==> config.mk <==
export PLATFORM = sky130hd
export DESIGN_NAME = fpa_normalize_pack
export DESIGN_NICKNAME = d
export VERILOG_FILES = /design/src/rtl/fpa_normalize_pack.sv
export SDC_FILE = /design/constraint.sdc
export NUM_CORES = 1
export LEC_CHECK = 0
export BUFFER_PORTS_ARGS = -buffer_cell sky130_fd_sc_hd__buf_2
export CAP_MARGIN = 20
export CORE_ASPECT_RATIO = 1.25
export CORE_MARGIN = 4
export CORE_UTILIZATION = 35
export CTS_BUF_LIST = sky130_fd_sc_hd__clkbuf_16
export CTS_CLUSTER_DIAMETER = 200
export CTS_CLUSTER_SIZE = 24
export DETAILED_ROUTE_END_ITERATION = 16
export GPL_ROUTABILITY_DRIVEN = 0
export PLACE_DENSITY = 0.59
export SYNTH_ARGS = -nofsm -noshare
export SYNTH_HDL_FRONTEND = slang
export SYNTH_SLANG_ARGS = --single-unit
==> constraint.sdc <==
create_clock -name clk -period 7.94 [get_ports clk]
set_input_delay 2.382 -clock clk [delete_from_list [all_inputs] [get_ports clk]]
set_output_delay 2.382 -clock clk [all_outputs]
set_load 0.01 [all_outputs]
==> src/rtl/fpa_normalize_pack.sv <==
// FP adder back end: normalise a raw signed-magnitude sum one shift
// per cycle, round to nearest even and pack an IEEE-754 single.
module fpa_normalize_pack #(
    parameter int EXP_W  = 8,
    parameter int FRAC_W = 23,
    parameter int MANT_W = 32
) (
    input  logic                      clk,
    input  logic                      rst,
    input  logic                      in_valid,
    output logic                      in_ready,
    input  logic                      in_sign,
    input  logic [EXP_W-1:0]          in_exp,
    input  logic [MANT_W-1:0]         in_mant,
    output logic                      out_valid,
    input  logic                      out_ready,
    output logic [EXP_W+FRAC_W:0]     out_result,
    output logic                      out_ovf
);

    localparam int RES_W = 1 + EXP_W + FRAC_W;
    localparam logic [EXP_W-1:0] EXP_MAX = '1;
    localparam logic [EXP_W-1:0] EXP_ONE = EXP_W'(1);

    typedef enum logic [1:0] {IDLE, NORM, ROUND, DONE} state_t;

    state_t            state, state_n;
    logic              sign_q, sign_n;
    logic [EXP_W-1:0]  exp_q, exp_n;
    logic [MANT_W-1:0] mant_q, mant_n;
    logic              guard_q, guard_n;
    logic              sticky_q, sticky_n;
    logic [RES_W-1:0]  res_q, res_n;
    logic              ovf_q, ovf_n;

    logic [EXP_W-1:0]  exp_inc;
    logic              mant_hi;
    logic              round_up;
    logic [FRAC_W+1:0] mant_rnd;

    // mant_hi: any carry bit above the hidden bit is set
    assign exp_inc  = exp_q + EXP_ONE;
    assign mant_hi  = |mant_q[MANT_W-1:FRAC_W+1];
    assign round_up = guard_q & (sticky_q | mant_q[0]);
    assign mant_rnd = mant_q[FRAC_W+1:0] + (FRAC_W+2)'(round_up);

    assign in_ready   = (state == IDLE);
    assign out_valid  = (state == DONE);
    assign out_result = res_q;
    assign out_ovf    = ovf_q;

    // State and datapath registers; reset drops any in-flight value
    always_ff @(posedge clk or posedge rst) begin
        if (rst) begin
            state    <= IDLE;
            sign_q   <= 1'b0;
            exp_q    <= '0;
            mant_q   <= '0;
            guard_q  <= 1'b0;
            sticky_q <= 1'b0;
            res_q    <= '0;
            ovf_q    <= 1'b0;
        end else begin
            state    <= state_n;
            sign_q   <= sign_n;
            exp_q    <= exp_n;
            mant_q   <= mant_n;
            guard_q  <= guard_n;
            sticky_q <= sticky_n;
            res_q    <= res_n;
            ovf_q    <= ovf_n;
        end
    end

    // Next state: one normalising action per cycle, then round and pack
    always_comb begin
        state_n  = state;
        sign_n   = sign_q;
        exp_n    = exp_q;
        mant_n   = mant_q;
        guard_n  = guard_q;
        sticky_n = sticky_q;
        res_n    = res_q;
        ovf_n    = ovf_q;
        unique case (state)
            IDLE: begin
                if (in_valid) begin
                    sign_n   = in_sign;
                    exp_n    = in_exp;
                    mant_n   = in_mant;
                    guard_n  = 1'b0;
                    sticky_n = 1'b0;
                    ovf_n    = 1'b0;
                    state_n  = NORM;
                end
            end
            NORM: begin
                if (exp_q == EXP_MAX) begin
                    // inf/NaN passes through unrounded
                    res_n   = {sign_q, EXP_MAX, mant_q[FRAC_W-1:0]};
                    state_n = DONE;
                end else if (mant_q == '0) begin
                    res_n   = '0;
                    state_n = DONE;
                end else if (mant_hi) begin
                    mant_n   = mant_q >> 1;
                    guard_n  = mant_q[0];
                    sticky_n = sticky_q | guard_q;
                    exp_n    = exp_inc;
                    if (exp_inc == EXP_MAX) begin
                        res_n   = {sign_q, EXP_MAX, {FRAC_W{1'b0}}};
                        ovf_n   = 1'b1;
                        state_n = DONE;
                    end
                end else if (!mant_q[FRAC_W] && (exp_q > EXP_ONE)) begin
                    mant_n = mant_q << 1;
                    exp_n  = exp_q - EXP_ONE;
                end else begin
                    state_n = ROUND;
                end
            end
            ROUND: begin
                state_n = DONE;
                if (mant_rnd[FRAC_W+1]) begin
                    if (exp_inc == EXP_MAX) begin
                        res_n = {sign_q, EXP_MAX, {FRAC_W{1'b0}}};
                        ovf_n = 1'b1;
                    end else begin
                        res_n = {sign_q, exp_inc, {FRAC_W{1'b0}}};
                    end
                end else if ((exp_q == EXP_ONE) && !mant_rnd[FRAC_W]) begin
                    // no hidden bit at minimum exponent: subnormal
                    res_n = {sign_q, {EXP_W{1'b0}}, mant_rnd[FRAC_W-1:0]};
                end else begin
                    res_n = {sign_q, exp_q, mant_rnd[FRAC_W-1:0]};
                end
            end
            DONE: begin
                if (out_ready) begin
                    state_n = IDLE;
                end
            end
            default: state_n = IDLE;
        endcase
    end

endmodule
# Yosys cells after proc, flatten, opt, wreduce, memory -nomap -nowiden
# Index checks and enable logic that the tools add are counted.
# totals
reg_bits	78
inputBits	45
elab_cells	91
out_inout_bits	35
# op_classes
n_reduce_logical	16
mux	43
add_sub_neg	3
n_bitwise	3
n_lt_le_gt_ge	1
n_eq_ne	17
# ops
operator	count
2-to-1 mux 32 bit	9
case mux 32 bit (2 select lines)	2
2-to-1 mux 31 bit	3
2-to-1 mux 8 bit	5
zero test 32 bit	1
adder 25 x 1 -> 25 bit	1
equality test 8 bit (second input constant)	2
case mux 8 bit (2 select lines)	1
2-to-1 mux 2 bit	7
2-to-1 mux 1 bit	12
!= test 2 bit (second input constant)	5
!= test 5 bit (second input constant)	2
AND reduction 5 bit	2
adder 8 x 1 -> 8 bit (second input constant)	1
equality test 8 x 1 -> 1 bit (second input constant)	1
greater-than comparator 8 x 1 -> 1 bit (second input constant)	1
!= test 4 bit (second input constant)	2
case mux 2 bit (4 select lines)	1
OR reduction 8 bit	1
subtractor 8 x 1 -> 8 bit (second input constant)	1
AND reduction 6 bit	1
equality test 2 bit (second input constant)	2
case mux 1 bit (2 select lines)	2
AND reduction 4 bit	1
13 further kinds	17

# Depth between registers and ports, before layout
# depth
ltp_word	8
depth_mapped	12

# Least setup slack after synthesis
# OpenSTA, ideal clock, no wires.
# synth_timing
path_kind	in2reg
start	input in_valid
end	register mant_q[22]
stages	7
arrival_ns	3.098
setup_slack_ns	4.714
required_time_ns	7.812
cell_sequence	nor2_1 -> a21oi_1 -> o21ai_4 -> buf_6 -> buf_6 -> nand2_1 -> o21ai_0
# synth_via
elab_chain_cells	2
# synth_lines
element	line_no	rtl
start, declared	10	input logic in_valid,
!= test 2 bit (no line)	n/a	
AND reduction 5 bit (no line)	n/a	
end signal, assigned	67	mant_q <= mant_n;
end, declared	30	logic [MANT_W-1:0] mant_q, mant_n;
# No other way between the ends.
# A chain may end at the register's enable or synchronous reset.

# Worst setup path in the final report
# layout_timing
start	register state[1]
end	output in_ready
# layout_via
elab_chain_cells	1
# layout_lines
element	line_no	rtl
start, declared	27	state_t state, state_n;
start signal, assigned	64	state <= state_n;
zero test 2 bit	47	assign in_ready = (state == IDLE);
end, declared	11	output logic in_ready,
# No other way between the ends.

==> results.py <==
metrics = {
    "yosys": {
        "yosysWarnings": 0,
        "ys_seq_area_share_pct": 38.10,
        "synth_area_sq_um": 5124,
        "synth_edf_count": 0,
        "synthCells": 636,
        "async_flop_share_pct": 100.0,
        "synth.distinct_cells": 60,
        "ys_seq_elements": 78,
        "syn_area_per_cell_sq_um": 8.056,
        "synth_flop_cell": "dfrtp_1",
        "synth.net_count": 691,
    },
    "critical_path": {
        "cp.required_ns": 5.56,
        "reg2regPathDepth": 9,
        "critPathArrivalTime_ns": 1.35,
        "worst-setup-path-type": "reg -> out",
        "crit_path_start_kind": "register",
        "r2r-end": "out_result[6]",
        "r2r_setup_slack_ns": 4.23,
        "end_kind": "output pin",
        "cp_max_fo": 5,
        "r2r-start": "mant_q[0]",
    },
    "sta": {
        "tightest_slew_ns": 0.8467,
        "min_period_ns": 3.729,
        "slew_headroom_pct": 43.40,
        "finalHoldWorstSlack_ns": 0.4742,
        "skew_ns": 0.006907,
        "fin_crit_sh_pct": 46.96,
        "fin_tns_setup_ns": 0,
        "grt_setup_unrepaired": "no",
        "fmax_mhz": 268.2,
        "hold_violations": 0,
        "timing.final.ws_setup_ns": 4.211,
        "setup_viol": 0,
        "slew_viol_final": 0,
    },
    "global_routing": {
        "track_usage_pct": 17.30,
        "grt_pass1_vias": 4479,
        "antenna_found_initial": 0,
        "grt_start_max_net_pins": 81,
        "grt_pass1_wl_mm": 23.03,
        "grt_overflow": 0,
    },
    "final_layout": {
        "syn_to_final_growth_pct": 13.04,
        "layout.cell_area.non_filler_sq_um": 5792,
        "seq_area_sq_um": 1952,
        "fin_cells": 861,
        "multi_input_area_sq_um": 2826,
        "drive_gt1_share_pct": 17.86,
        "n_fill_cell": 1499,
        "num_antenna_cells": 0,
        "nets": 734,
        "utilization_pct": 40.37,
    },
    "placement": {
        "dpl_cell_area_sq_um": 5509,
        "placement.io_buffers": 79,
        "place_hpwl_mm": 10.01,
        "post-place-ws_ns": 4.156,
        "dp_cells": 845,
    },
    "drt": {
        "via_per_inst": 5.483,
        "vias": 4721,
        "drc": 0,
        "drt_iter0_markers": 257,
        "totalWireLength_mm": 13.92,
        "drt-pass1-iter-count": 6,
        "drtAntennaViolNets": 0,
        "wl_per_cell_microns": 16.17,
    },
    "clocking": {
        "cts_max_level": 3,
        "cts_tree": "built",
        "cts.root.buffer_cell": "clkbuf_16",
        "cts_buffers": 9,
        "cts_buffer_depth": 2,
        "clk-insertion-delay-late_ns": 0.33,
        "cts_sinks": 78,
        "cts_resized": 0,
        "post-cts-setup-buffer-count": 0,
        "cts_hold_buf": 0,
        "clk_pin_slew_ns": 0.06,
    },
    "pwr": {
        "leakagePower_nw": 2.528,
        "fin_total_pwr_mw": 2.471,
        "peakVddDrop_uv": 519.2,
        "p_per_area_nw_per_um2": 426.6,
    },
    "hold_path": {
        "hold_path_class": "reg -> reg",
        "hp-start": "out_result[24]",
        "whs_path_depth": 2,
        "min_to": "out_result[24]",
    },
    "floorplanning": {
        "die_h_microns": 143.3,
        "core_area_sq_um": 14350,
        "die-area_sq_um": 16650,
        "rows": 49,
        "pin_count": 80,
        "initial_utilization_pct": 35.71,
        "fp.dieW_microns": 116.2,
    },
    "run_status": {
        "outcome": "completed",
    },
    "job": {
        "maxCapViolations": 0,
    },
}
[per-layer routing]
metal	up-vias	part of all wire, %	track usage (%)
met5	-	0	0
met4	0	2.3	6.475
met3	20	6.1	2.713
met2	148	47	27.43
met1	2195	45	23.71
li1	2358	-	-
[cell families (layout without fill, tap and decap cells)]
family,Yosys count,count (layout),synth area share [%]
buffers and inverters,69,116,6.837
flip-flops,78,78,38.10
XOR/XNOR,8,8,1.368
AO/OA/AOI/OAI,214,214,25.30
multiplexers,10,10,2.002
AND/OR/NAND/NOR,247,247,23.96
adder cells (fa/ha/maj),10,10,2.442
[flip-flops by register name (all words and copies together) (netlist names)]
| register | flops |
|---|---|
| exp_q | 8 |
| guard_q | 1 |
| mant_q | 32 |
| out_ovf | 1 |
| out_result | 32 |
| sign_q | 1 |
| state | 2 |
| sticky_q | 1 |
[worst max-delay path by stage]
stage	end	slack [ns]	cells past startpoint	start
after floorplan	exp_q[0]	3.56	1	rst
after global placement	exp_q[4]	4.21	7	in_valid
after detailed placement	exp_q[3]	4.16	7	in_valid
after CTS	in_ready	4.18	3	state[1]
after global routing	out_result[6]	3.92	9	mant_q[0]
final	in_ready	4.21	3	state[1]
[final cells by class]
class | instances | share of cell area [%]
multi-input combinational | 489 | 48.80
sequential | 78 | 33.70
timing repair buffer | 89 | 8.468
clock buffer | 9 | 3.889
tap | 178 | 3.845
inverter | 12 | 0.7777
clock inverter | 6 | 0.5185
[placed cells by master, fill, tap and decap left out, types with 10 or more instances in the layout]
master	n
a21o_1	14
a21oi_1	83
and3_1	10
buf_2	79
dfrtp_1	78
ha_1	10
inv_1	11
nand2_1	122
nand3_1	15
nor2_1	37
nor3_1	16
o21ai_0	50
o21ai_1	10
[critical path, stage by stage, from the launching register on]
cell,delay [ns]
dfrtp_1,0.41
inv_1,0.12
ha_1,0.30
buf_2,0.18
[cells in the mapped netlist (4+ instances only)]
master	instances	area share [%]
o21ai_0	50	4.9
nor2_1	37	2.7
o211ai_1	4	0.59
a21o_1	14	2.1
a31oi_1	8	0.98
nand2b_1	4	0.49
nand4_1	4	0.49
inv_1	12	0.88
o21a_1	5	0.73
a211oi_1	7	1.0
nand3_1	15	1.5
nor3_1	17	1.7
a221oi_1	4	0.68
o21ai_1	10	0.98
buf_6	4	0.88
and3_1	10	1.2
dfrtp_1	78	38
xnor2_1	6	1.0
nand2_1	122	8.9
clkbuf_1	22	1.6
o22a_1	8	1.4
buf_2	20	2.0
ha_1	10	2.4
buf_4	9	1.3
a21oi_1	83	8.1
nor4_1	8	0.98
o31ai_1	6	0.88
mux2i_1	8	1.6
[report_power, final]
part	internal (mW)	leakage (nW)	switching [mW]	total, mW
registers	0.598	0.966	0.271	0.869
clock network	0.205	0.117	0.157	0.362
logic	0.486	1.44	0.754	1.24
No activity file was read; power rests on OpenSTA's default activity.
